**config.mk**
```make
export PLATFORM = sky130hd
export DESIGN_NAME = pipe_exe_div
export DESIGN_NICKNAME = d
export VERILOG_FILES = /design/src/rtl/pipe_exe_div.sv
export SDC_FILE = /design/constraint.sdc
export NUM_CORES = 1
export LEC_CHECK = 0
export ABC_CLOCK_PERIOD_IN_PS = 10700
export BUFFER_PORTS_ARGS = -buffer_cell sky130_fd_sc_hd__buf_2
export CORE_ASPECT_RATIO = 1.1
export CORE_MARGIN = 10
export CORE_UTILIZATION = 45
export CTS_BUF_LIST = sky130_fd_sc_hd__clkbuf_4
export DETAILED_ROUTE_END_ITERATION = 10
export HOLD_SLACK_MARGIN = 0.12
export PLACE_DENSITY = 0.72
export SLEW_MARGIN = 20
export SYNTH_ARGS = -nofsm -noshare
export SYNTH_HDL_FRONTEND = slang
export SYNTH_SLANG_ARGS = --single-unit
```
**constraint.sdc**
```tcl
create_clock -name clk -period 10.7 [get_ports clk]
set_input_delay 1.605 -clock clk [delete_from_list [all_inputs] [get_ports clk]]
set_output_delay 1.605 -clock clk [all_outputs]
set_load 0.1 [all_outputs]
```
**src/rtl/pipe_exe_div.sv**
```systemverilog
// Iterative 32-bit DIV/DIVU unit for the EXE stage: 32 restoring steps, stalls the pipe while running.
// Optional DIV_ZERO_FAST_EN: a zero divisor skips the iterations and completes the cycle after acceptance.
module pipe_exe_div (
  input  logic        clk,
  input  logic        reset,
  input  logic        start,
  input  logic        is_signed,
  input  logic [31:0] dividend,
  input  logic [31:0] divisor,
  input  logic        flush,
  output logic        busy,
  output logic        done,
  output logic [31:0] quotient,
  output logic [31:0] remainder
);

  localparam int DATA_W = 32;

  typedef enum logic [1:0] {IDLE, RUN, DONE} state_t;

  state_t              state_q, state_d;
  logic [5:0]          cnt_q, cnt_d;
  logic [DATA_W-1:0]   quo_q, quo_d;
  logic [DATA_W-1:0]   rem_q, rem_d;
  logic [DATA_W-1:0]   dvs_q, dvs_d;
  logic [DATA_W-1:0]   orig_q, orig_d;
  logic                qsgn_q, qsgn_d;
  logic                rsgn_q, rsgn_d;
  logic                dz_q, dz_d;
  logic [DATA_W-1:0]   quotient_q, quotient_d;
  logic [DATA_W-1:0]   remainder_q, remainder_d;

  logic                accept;
  logic [DATA_W:0]     rem_sh;
  logic [DATA_W:0]     sub;
  logic                ge;
  logic [DATA_W-1:0]   step_quo;
  logic [DATA_W-1:0]   step_rem;

  function automatic logic [DATA_W-1:0] apply_sign(input logic [DATA_W-1:0] mag,
                                                   input logic neg);
    return neg ? (~mag + 32'd1) : mag;
  endfunction

  assign accept = (state_q == IDLE) && start && !flush;

  // One restoring step: shift in the next dividend bit, subtract if the divisor fits.
  // A set top bit of the shifted remainder already guarantees it exceeds any 32-bit divisor.
  assign rem_sh   = {rem_q, quo_q[DATA_W-1]};
  assign sub      = rem_sh - {1'b0, dvs_q};
  assign ge       = rem_sh[DATA_W] | ~sub[DATA_W];
  assign step_rem = ge ? sub[DATA_W-1:0] : rem_sh[DATA_W-1:0];
  assign step_quo = {quo_q[DATA_W-2:0], ge};

  always_ff @(posedge clk or posedge reset) begin
    if (reset) begin
      state_q     <= IDLE;
      cnt_q       <= '0;
      quo_q       <= '0;
      rem_q       <= '0;
      dvs_q       <= '0;
      orig_q      <= '0;
      qsgn_q      <= 1'b0;
      rsgn_q      <= 1'b0;
      dz_q        <= 1'b0;
      quotient_q  <= '0;
      remainder_q <= '0;
    end else begin
      state_q     <= state_d;
      cnt_q       <= cnt_d;
      quo_q       <= quo_d;
      rem_q       <= rem_d;
      dvs_q       <= dvs_d;
      orig_q      <= orig_d;
      qsgn_q      <= qsgn_d;
      rsgn_q      <= rsgn_d;
      dz_q        <= dz_d;
      quotient_q  <= quotient_d;
      remainder_q <= remainder_d;
    end
  end

  always_comb begin
    state_d = state_q;
    if (flush) begin
      state_d = IDLE;
    end else begin
      case (state_q)
        IDLE: begin
          if (start) begin
`ifdef DIV_ZERO_FAST_EN
            state_d = (divisor == '0) ? DONE : RUN;
`else
            state_d = RUN;
`endif
          end
        end
        RUN:     if (cnt_q == 6'd31) state_d = DONE;
        DONE:    state_d = IDLE;
        default: state_d = IDLE;
      endcase
    end
  end

  always_comb begin
    cnt_d       = cnt_q;
    quo_d       = quo_q;
    rem_d       = rem_q;
    dvs_d       = dvs_q;
    orig_d      = orig_q;
    qsgn_d      = qsgn_q;
    rsgn_d      = rsgn_q;
    dz_d        = dz_q;
    quotient_d  = quotient_q;
    remainder_d = remainder_q;
    if (accept) begin
      cnt_d  = '0;
      rem_d  = '0;
      quo_d  = apply_sign(dividend, is_signed & dividend[DATA_W-1]);
      dvs_d  = apply_sign(divisor, is_signed & divisor[DATA_W-1]);
      orig_d = dividend;
      qsgn_d = is_signed & (dividend[DATA_W-1] ^ divisor[DATA_W-1]);
      rsgn_d = is_signed & dividend[DATA_W-1];
      dz_d   = (divisor == '0);
    end else if (state_q == RUN && !flush) begin
      cnt_d = cnt_q + 6'd1;
      quo_d = step_quo;
      rem_d = step_rem;
    end
    // Results are committed on entry to DONE so they are valid alongside the done pulse.
    if (state_q == RUN && state_d == DONE) begin
      quotient_d  = dz_q ? {DATA_W{1'b1}} : apply_sign(step_quo, qsgn_q);
      remainder_d = dz_q ? orig_q : apply_sign(step_rem, rsgn_q);
    end
`ifdef DIV_ZERO_FAST_EN
    else if (state_q == IDLE && state_d == DONE) begin
      quotient_d  = {DATA_W{1'b1}};
      remainder_d = dividend;
    end
`endif
  end

  always_comb begin
    busy      = accept || (state_q == RUN);
    done      = (state_q == DONE);
    quotient  = quotient_q;
    remainder = remainder_q;
  end

endmodule

```
== Word-level counts from Yosys, hierarchy flattened ==
Index checks and enable logic that the tools add are counted.

* Mux-type cells: 17
* Bitwise gates (word level): 10
* Equal/unequal tests: 4
* Add/subtract/negate cells: 6
* Reductions and logical operators: 9

{| class="wikitable"
|+ Operators with widths
! kind !! count
|-
| 32-bit 2-to-1 mux || 11
|-
| 32-bit by 1-bit adder with 32-bit output (second input constant) || 4
|-
| 32-bit inverter || 4
|-
| 33-bit by 32-bit subtractor with 33-bit output || 1
|-
| 32-bit logical NOT || 1
|-
| 6-bit 2-to-1 mux || 2
|-
| 6-bit by 1-bit adder with 6-bit output (second input constant) || 1
|-
| 6-bit by 5-bit equality test with 1-bit output (second input constant) || 1
|-
| 2-bit 2-to-1 mux || 3
|-
| 2-bit equality test (second input constant) || 2
|-
| 1-bit logical AND || 4
|-
| 2-bit one-hot mux with 2 select lines || 1
|-
| 1-bit bitwise AND || 3
|-
| 2-bit by 1-bit equality test with 1-bit output (second input constant) || 1
|-
| 2-bit logical NOT || 1
|-
| 2-bit nonzero test || 1
|-
| 1-bit logical NOT || 1
|-
| 1-bit logical OR || 1
|-
| 1-bit inverter || 1
|-
| 1-bit OR || 1
|-
| 1-bit XOR || 1
|}

* Flip-flop bits (word level): 203

== Logic depth before layout (Yosys ltp) ==
Gate-level depths: netlist of the first run.

* Depth after elaboration: 8
* Gate-level depth with buffers: 24

== Worst setup path before layout of the first run ==
No wires, ideal clock.

* Path type: register to register
* Start point: register rem_q[4]
* End point: register remainder_q[30], in the netlist remainder[30]
* Data arrival time: 4.824 ns
* Path slack: 5.755 ns
* Setup time: 0.120 ns
* Stages on the path, launching flop included: 23
* Path buffers: 6
* Clock period less this slack: 4.945 ns
* Cells stage by stage: dfrtp_1 > ha_1 > buf_6 > a21o_1 > a211o_1 > o2111ai_2 > nand3_2 > o21a_4 > inv_2 > buf_2 > buf_1 > buf_2 > buf_1 > nor2_1 > a21oi_1 > ha_1 > o21ai_1 > or4b_1 > buf_2 > o41ai_1 > xor2_1 > o21ai_1 > o21a_1

* Longest elaborated chain between the ends: 8

{| class="wikitable"
|+ RTL lines
! item !! line !! RTL
|-
| from (decl) || 24 || <nowiki>logic [DATA_W-1:0] rem_q, rem_d;</nowiki>
|-
| from (signal assigned) || 72 || <nowiki>rem_q <= rem_d;</nowiki>
|-
| 33-bit by 32-bit subtractor with 33-bit output || 50 || <nowiki>assign sub = rem_sh - {1'b0, dvs_q};</nowiki>
|-
| 1-bit inverter || 51 || <nowiki>assign ge = rem_sh[DATA_W] | ~sub[DATA_W];</nowiki>
|-
| 1-bit OR || 51 ||
|-
| 32-bit 2-to-1 mux (*) || 52 || <nowiki>assign step_rem = ge ? sub[DATA_W-1:0] : rem_sh[DATA_W-1:0];</nowiki>
|-
| 32-bit inverter || 42 || <nowiki>return neg ? (~mag + 32'd1) : mag;</nowiki>
|-
| 32-bit by 1-bit adder with 32-bit output || 42 ||
|-
| 32-bit 2-to-1 mux (*) || 42 ||
|-
| 32-bit 2-to-1 mux (*) || 133 || <nowiki>remainder_d = dz_q ? orig_q : apply_sign(step_rem, rsgn_q);</nowiki>
|-
| to (signal assigned) || 79 || <nowiki>remainder_q <= remainder_d;</nowiki>
|-
| to (decl) || 31 || <nowiki>logic [DATA_W-1:0] remainder_q, remainder_d;</nowiki>
|}

Mark *: on every way between the ends. The rest lies on a longest branch, timed or not.
A chain may end at the register's enable or synchronous reset.

== Final worst setup path of the first run ==
* Start point: register quo_q[31]
* End point: register remainder_q[30], in the netlist remainder[30]

* Longest elaborated chain between the ends: 8

{| class="wikitable"
|+ RTL lines
! item !! line !! RTL
|-
| from (decl) || 23 || <nowiki>logic [DATA_W-1:0] quo_q, quo_d;</nowiki>
|-
| from (signal assigned) || 71 || <nowiki>quo_q <= quo_d;</nowiki>
|-
| 33-bit by 32-bit subtractor with 33-bit output || 50 ||
|-
| 1-bit inverter || 51 ||
|-
| 1-bit OR || 51 ||
|-
| 32-bit 2-to-1 mux (*) || 52 ||
|-
| 32-bit inverter || 42 ||
|-
| 32-bit by 1-bit adder with 32-bit output || 42 ||
|-
| 32-bit 2-to-1 mux (*) || 42 ||
|-
| 32-bit 2-to-1 mux (*) || 133 ||
|}

Marked as above.

==> results of run 1 <==
-- registers in the layout, summed over array words and instances, names as in the netlist --
register   cells
cnt_q          6
dvs_q         32
dz_q           1
orig_q        32
qsgn_q         1
quo_q         32
quotient      32
rem_q         32
remainder     32
rsgn_q         1
state_q        2
-- routing by layer --
layer / global-route usage / vias to the layer above / routed length, um
li1: - / 5746 / -
met1: 0.254 / 5505 / 16200
met2: 0.305 / 311 / 16100
met3: 0.0383 / 72 / 1990
met4: 0.0678 / 0 / 939
met5: 0 / - / 0
-- through the flow --
stage	utilization	setup slack, ps	instances	hold slack, ps	area [sq um]
after global routing	0.514	4990	2096	498	14400
final	0.514	5320	2096	466	14400
after global placement	0.492	5520	2004	453	13800
after floorplan	-	3560	1586	437	12900
after detailed placement	0.492	5400	2004	458	13800
after CTS	0.514	5350	2095	479	14400
-- where the power goes --
part | leakage (nW) | switching (mW) | internal, mW
logic | 3.64 | 0.364 | 0.227
clock network | 0.379 | 0.335 | 0.307
registers | 2.65 | 0.0946 | 0.856
total | 6.67 | 0.794 | 1.39
-- cells in the mapped netlist (5+ instances only) --
| cell type | n |
|---|---|
| xnor2_1 | 63 |
| a21oi_1 | 125 |
| inv_1 | 51 |
| and3_1 | 5 |
| or3_1 | 11 |
| buf_2 | 6 |
| o31ai_1 | 25 |
| or4_1 | 9 |
| nand3b_1 | 5 |
| nand2_1 | 301 |
| nand3_1 | 14 |
| nand4_1 | 13 |
| nor3_1 | 26 |
| ha_1 | 37 |
| a22o_1 | 7 |
| nand2b_1 | 16 |
| o41ai_1 | 15 |
| o22ai_1 | 6 |
| mux2i_1 | 27 |
| o21bai_1 | 5 |
| nor2_1 | 146 |
| or2_2 | 6 |
| buf_1 | 9 |
| o21ai_0 | 156 |
| nor4_1 | 14 |
| nor2b_1 | 7 |
| clkbuf_1 | 73 |
| dfrtp_1 | 203 |
| o21a_1 | 17 |
| a31oi_1 | 27 |
| xor2_1 | 83 |
-- cells by family after synthesis --
family / count (synthesis) / synth area share
flip-flops: 203 / 0.394
XOR/XNOR: 146 / 0.0991
adder cells (fa/ha/maj): 38 / 0.0374
AND/OR/NAND/NOR: 594 / 0.202
buffers and inverters: 143 / 0.0433
AO/OA/AOI/OAI: 433 / 0.201
multiplexers: 29 / 0.0230
-- path summary, 6_finish.rpt --
check / to / slack [ps] / depth (start not counted)
worst max-delay path: remainder[30]$_DFFE_PP0P_ / 5320 / 19
worst min-delay path: quotient[2]$_DFFE_PP0P_ / 470 / 2
worst max register to register: remainder[30]$_DFFE_PP0P_ / 5320 / 19
worst min register to register: quotient[2]$_DFFE_PP0P_ / 470 / 2
max in group asynchronous: orig_q[18]$_DFFE_PP0P_ / 8060 / 3
min in group asynchronous: quotient[7]$_DFFE_PP0P_ / 1130 / 2
-- worst max-delay path: cells and delay by family (launching register included) --
family                   cells  cell delay (ps)
XOR/XNOR                     1              190
flip-flops                   1              390
buffers and inverters        3              660
adder cells (fa/ha/maj)      3              900
AO/OA/AOI/OAI                8             1880
AND/OR/NAND/NOR              4             1220
-- cell usage in the layout (no fill, tap or decap), types with 4 or more instances in the layout --
master,synthesis,layout
dfrtp_1,203,202
or2_2,6,6
a21oi_1,125,125
a22oi_1,4,4
nor3_1,26,26
nand4_1,13,13
nand2b_1,16,16
nand3b_1,5,5
nand2_1,301,300
o21ai_0,156,156
or4_1,9,9
nor2b_1,7,7
nor2_1,146,143
xnor2_1,63,63
a21boi_0,4,4
a31oi_1,27,27
or3_1,11,11
clkinv_2,0,7
nand3_1,14,14
buf_2,6,134
o21a_1,17,17
nor4_1,14,14
buf_4,0,11
o31ai_1,25,25
o41ai_1,15,15
clkbuf_4,0,70
o22ai_1,6,6
and2_1,4,4
a22o_1,7,7
xor2_1,83,83
mux2i_1,27,27
clkinv_1,1,12
inv_1,51,50
and3_1,5,5
o211ai_1,4,4
o21bai_1,5,5
ha_1,37,37
-- cell type report --
class / instances / area (sq um) / share of cell area
multi-input combinational: 1240 / 7290 / 0.506
clock inverter: 21 / 97.6 / 0.00677
sequential: 203 / 5080 / 0.353
timing repair buffer: 145 / 753 / 0.0523
tap: 363 / 454 / 0.0315
clock buffer: 70 / 526 / 0.0365
antenna: 1 / 2.50 / 0.000174
inverter: 53 / 206 / 0.0143
==> metrics.txt, run 1 <==
Setup-failing EPs final 0; total CTS buffers 53; CP max FO between 50 and 60; fin nets ~1,800; achievable frequency about 190 MHz; vias 11,634; Die Wd 181 um; area of the die between 30,000 and 40,000 sq um; placer congestion estimate between 0.8 and 0.9; Post-Route Skew approximately 55 ps; Fillers 2,724; post-DR wirelength/cell between 15 and 20 um; CTS Hold Bufs 0; CP Data Arrival Time 5930 ps; hpwl dp between 20,000 and 30,000 um; # clock sinks between 200 and 250; Rows between 60 and 70; H-tree levels 2; initial detailed-routing violation count approximately 800; share of cells above drive strength 1 0.145; Mapped Cells approximately 1,600; post-CTS sizing 0; Worst-path clk slew ~70 ps; Synth cell types 75; Worst-Margin Slew just under 1000 ps; CTS Buffer Depth 3; Clock Tree Root clkbuf_4; hold wc startpoint quotient[2]$_DFFE_PP0P_; CTS tree yes; Final Max Tran Viols 0; EDFF count, synth 0; Area Overhead vs Synth 11.6%; Max-Cap Viols 0; asr flop ratio synth 1.00; Clock Latency Late Sink about 700 ps; RSZ-0062 raised after global routing false; Synth Flop Type dfrtp_1; critical path required time approximately 11,000 ps; synthesis-stage register bit count 203; CP Class reg -> reg; total wire length between 30,000 and 40,000 um; # IOs about 140; Slew headroom 0.359; Total Routing Usage GR 0.191; largest net degree at the start of global routing 131; # DRC 0; Die H 198 um; CP Cell Sequence inv_1, ha_1, fa_1, nand2b_1, a21oi_2, o2111ai_2, nand3_2, o21a_4, inv_2, nand2_1, o21ai_0, inv_1, ha_1, o21ai_1, or4b_1, o41ai_1, xor2_1, o21ai_1, o21a_1; remaining antenna violation count 0; Slowest-stage cell, CP or4b_1; Reg2Reg Launch Point quo_q[31]$_DFFE_PP0P_; Setup crit end kind register; Core Box Area 28,000 sq um; maximum vdd ir drop slightly below 0.07 mV; Synth area leaders dfrtp_1 (39%), nand2_1 (8.8%), o21ai_0 (6.0%); HP Class reg -> reg; Mapped Nets around 1,700; Power, Total around 2.2 mW; LEAKAGE 6.67 nW; setup tns final 0 ps; final period utilization 0.503; Yosys top cell area share 0.394; Post-CTS Setup Inserts 0; register area share after synthesis 0.394; pwr dens approximately 150 nW/um^2; startpoint type of the worst setup path register; first-pass GRT wire length 58,200 um; biggest area consumer among synthesized cells dfrtp_1; CP Launch Point quo_q[31]$_DFFE_PP0P_; 1st-pass router iterations 6; Hold Fails Final Rpt 0; yosys warns 0; Initial Util 0.461; Mapped Area 12,900 sq um; vias per cell between 5 and 6; average size of a mapped cell 8.14 sq um; crit-path max cell delay between 600 and 700 ps; number of global-route vias before repair between 10,000 and 15,000; initial antenna violation count 1; buffers added on ports between 100 and 150; GRT overflow 0; outcome completed; fin crit period about 5400 ps
No activity file was read; power rests on OpenSTA's default activity.
==> run 2: changes to the inputs <==
- ABC_AREA: default -> 1
- ABC_CLOCK_PERIOD_IN_PS: 10700 -> 5400
- PLACE_DENSITY: 0.72 -> 0.71
- clock period: 10.7 -> 5.4 ns (I/O delays scaled with it)
==> run 2 against run 1 <==
  * Die area is 8.4% higher
  * Cell count is 29% higher
  * Final area is 9.9% higher
  * Largest cell class unchanged
  * Largest power group is now combinational logic
==> metrics.txt, run 2 <==
outcome completed; maximum vdd ir drop 0.289 mV (+330%); Die Wd 189 um (+4.1%); Final Max Tran Viols 0 (unchanged); Setup crit end kind register; Mapped Nets 2,213 (+31%); Worst-path clk slew 70 ps (about the same); LEAKAGE 8.51 nW (+28%); Synth Flop Type dfrtp_1; fin nets 2,348 (+30%); number of global-route vias before repair 14,125 (+23%); Clock Latency Late Sink 750 ps (+50 ps); crit-path max cell delay 410 ps (-280 ps); Setup-failing EPs final 0 (unchanged); H-tree levels 2 (unchanged); Hold Fails Final Rpt 0 (unchanged); GRT overflow 0 (unchanged); Slowest-stage cell, CP a21oi_4; pwr dens 571 nW/um^2 (+280%); hpwl dp 37,600 um (+49%); post-DR wirelength/cell 18.2 um (+8.8%); final period utilization 0.815 (+0.312); Cell Count, Final, Fillers Out 2,697 (+29%); remaining antenna violation count 0 (unchanged); Mapped Area 14,100 sq um (+9.5%); Post-CTS Setup Inserts 0 (unchanged); Synth cell types 53 (-29%); CTS Buffer Depth 3 (unchanged); vias 14,478 (+24%); Reg2Reg Launch Point rem_q[21]$_DFFE_PP0P_; Synth top cells by count nand2_1 (615), inv_1 (299), dfrtp_1 (203); commonest non-fill, non-tap cell in the layout nand2_1; FF-to-FF path depth 23 (+4); # clock sinks 203 (unchanged); HP Class in -> reg; startpoint type of the worst setup path register; # IOs 135 (unchanged); initial antenna violation count 3 (+2); buffers added on ports 134 (unchanged); biggest area consumer among synthesized cells dfrtp_1; critical path required time 6030 ps (-5220 ps); average size of a mapped cell 6.71 sq um (-18%); share of cells above drive strength 1 0.136 (-0.00915); synthesis-stage register bit count 203 (unchanged); Worst Setup EP quotient[30]$_DFFE_PP0P_; asr flop ratio synth 1.00 (unchanged); Core Box Area 30,700 sq um (+9.5%); Total Routing Usage GR 0.250 (+0.0583); RSZ-0062 raised after global routing false; setup slack, reg-to-reg 1000 ps (-4320 ps); achievable frequency 227 MHz (+22%); CP Class reg -> reg; total CTS buffers 58 (+9.4%); CP max FO 36 (-31%); Slew headroom 0.306 (-0.0532); CP Cell Sequence ha_1, nand2_2, inv_2, nand2_1, nand2_1, inv_1, nand2_1, a21oi_4, nand2_8, inv_4, ha_1, nand4_1, nor3_1, nand2_1, nor3_1, nand4_1, nor2_1, nand3_1, nand2_1, nand2_1, xor2_1, o22ai_1, inv_1; CP Launch Point rem_q[21]$_DFFE_PP0P_; fin crit period 4400 ps (-980 ps); Die H 206 um (+4.2%); register area share after synthesis 0.360 (-0.0340); Worst-Margin Slew 1040 ps (+79.8 ps); Worst path most repeated cell nand2_1; Inst Count DP 2,594 (+29%); Power, Total 9.05 mW (+310%); Yosys top cell area share 0.360 (-0.0340); Max-Cap Viols 0 (unchanged); CP Data Arrival Time 5030 ps (-900 ps); EDFF count, synth 0 (unchanged); setup tns final 0 ps (unchanged); RR Endpoint quotient[30]$_DFFE_PP0P_; Mapped Cells 2,106 (+33%); most frequent cell after synthesis nand2_1; area of the die 38,900 sq um (+8.4%); vias per cell 5.37 (-3.3%); CTS tree yes; initial detailed-routing violation count 1,483 (+80%); Clock Tree Root clkbuf_4; Final Core Density 0.516 (+0.00220); Initial Util 0.460 (about the same); Post-Route Skew 43.2 ps (-11.8 ps); Synth area leaders dfrtp_1 (36%), nand2_1 (16%), inv_1 (7.9%); hold_ws 331 ps (-136 ps); placer congestion estimate 0.968 (+9.7%); total wire length 49,200 um (+40%); yosys warns 0 (unchanged); Rows 67 (+4.7%); most frequent cells in the layout nand2_1 (615), inv_1 (297), dfrtp_1 (202); largest net degree at the start of global routing 77 (-41%); 1st-pass router iterations 5 (-1); first-pass GRT wire length 77,700 um (+33%); # DRC 0 (unchanged); Area Overhead vs Synth 12.1%
## run 2: changes by cell type after synthesis, sizes merged, moves of 23 or more
cell,before,now
nor2,146,209
nand3,15,129
mux2i,27,0
xnor2,63,18
o22ai,6,29
inv,52,308
xor2,83,37
nand2,301,643
## run 2: worst min-delay path by stage
stage,from,end,slack [ps],depth (start not counted)
after floorplan,orig_q[0]$_DFFE_PP0P_,orig_q[0]$_DFFE_PP0P_,440,2
after global placement,orig_q[10]$_DFFE_PP0P_,orig_q[10]$_DFFE_PP0P_,460,2
after detailed placement,remainder[11]$_DFFE_PP0P_,remainder[11]$_DFFE_PP0P_,460,2
after CTS,dividend[0],orig_q[0]$_DFFE_PP0P_,280,3
after global routing,divisor[30],dz_q$_DFFE_PP0P_,300,2
final,dividend[0],orig_q[0]$_DFFE_PP0P_,330,3
## run 2: worst max-delay path: cells and delay by family, from the launching register on
family                   cells  cell delay (ps)
AND/OR/NAND/NOR             14             2070
adder cells (fa/ha/maj)      2              650
AO/OA/AOI/OAI                2              520
buffers and inverters        4              490
flip-flops                   1              400
XOR/XNOR                     1              150
## run 2: final cells by class
| class | instances | area, sq um |
|---|---|---|
| clock inverter | 14 | 57.6 |
| inverter | 311 | 1170 |
| sequential | 203 | 5080 |
| clock buffer | 86 | 646 |
| tap | 414 | 518 |
| fill | 3193 | 14800 |
| antenna | 2 | 5.00 |
| timing repair buffer | 149 | 786 |
| multi-input combinational | 1518 | 7580 |
## run 2: stage by stage
stage | setup WS [ps] | instance area, sq um
2_1_floorplan | 1960 | 14100
3_3_place_gp | 1110 | 15100
3_5_place_dp | 992 | 15100
4_1_cts | 1010 | 15800
5_1_grt | 465 | 15800
6_report | 997 | 15800
## run 2: cell families (layout without fill, tap and decap cells)
logic type	after synthesis	after routing	share of synthesized area
adder cells (fa/ha/maj)	38	38	0.0342
other	0	2	0
AND/OR/NAND/NOR	1064	1064	0.322
AO/OA/AOI/OAI	361	361	0.145
flip-flops	203	203	0.360
XOR/XNOR	55	55	0.0341
buffers and inverters	385	560	0.105
## run 2: layer usage
| layer | wire, um | GRT usage |
|---|---|---|
| met5 | 7 | 0 |
| met4 | 1610 | 0.0902 |
| met3 | 3710 | 0.0449 |
| met2 | 22000 | 0.391 |
| met1 | 21900 | 0.339 |
## run 2: report_power, final
| part | switching (mW) | internal (mW) |
|---|---|---|
| Sequential | 0.299 | 1.81 |
| Clock | 0.702 | 0.719 |
| Combinational | 3.91 | 1.61 |
| Total | 4.91 | 4.15 |
## run 2: what timing repair did
| action | 4_1_cts | 5_1_grt |
|---|---|---|
| hold buffers | 1 | 0 |
| endpoints found under the hold margin | 11 | 0 |
| gates resized for setup | 0 | 0 |
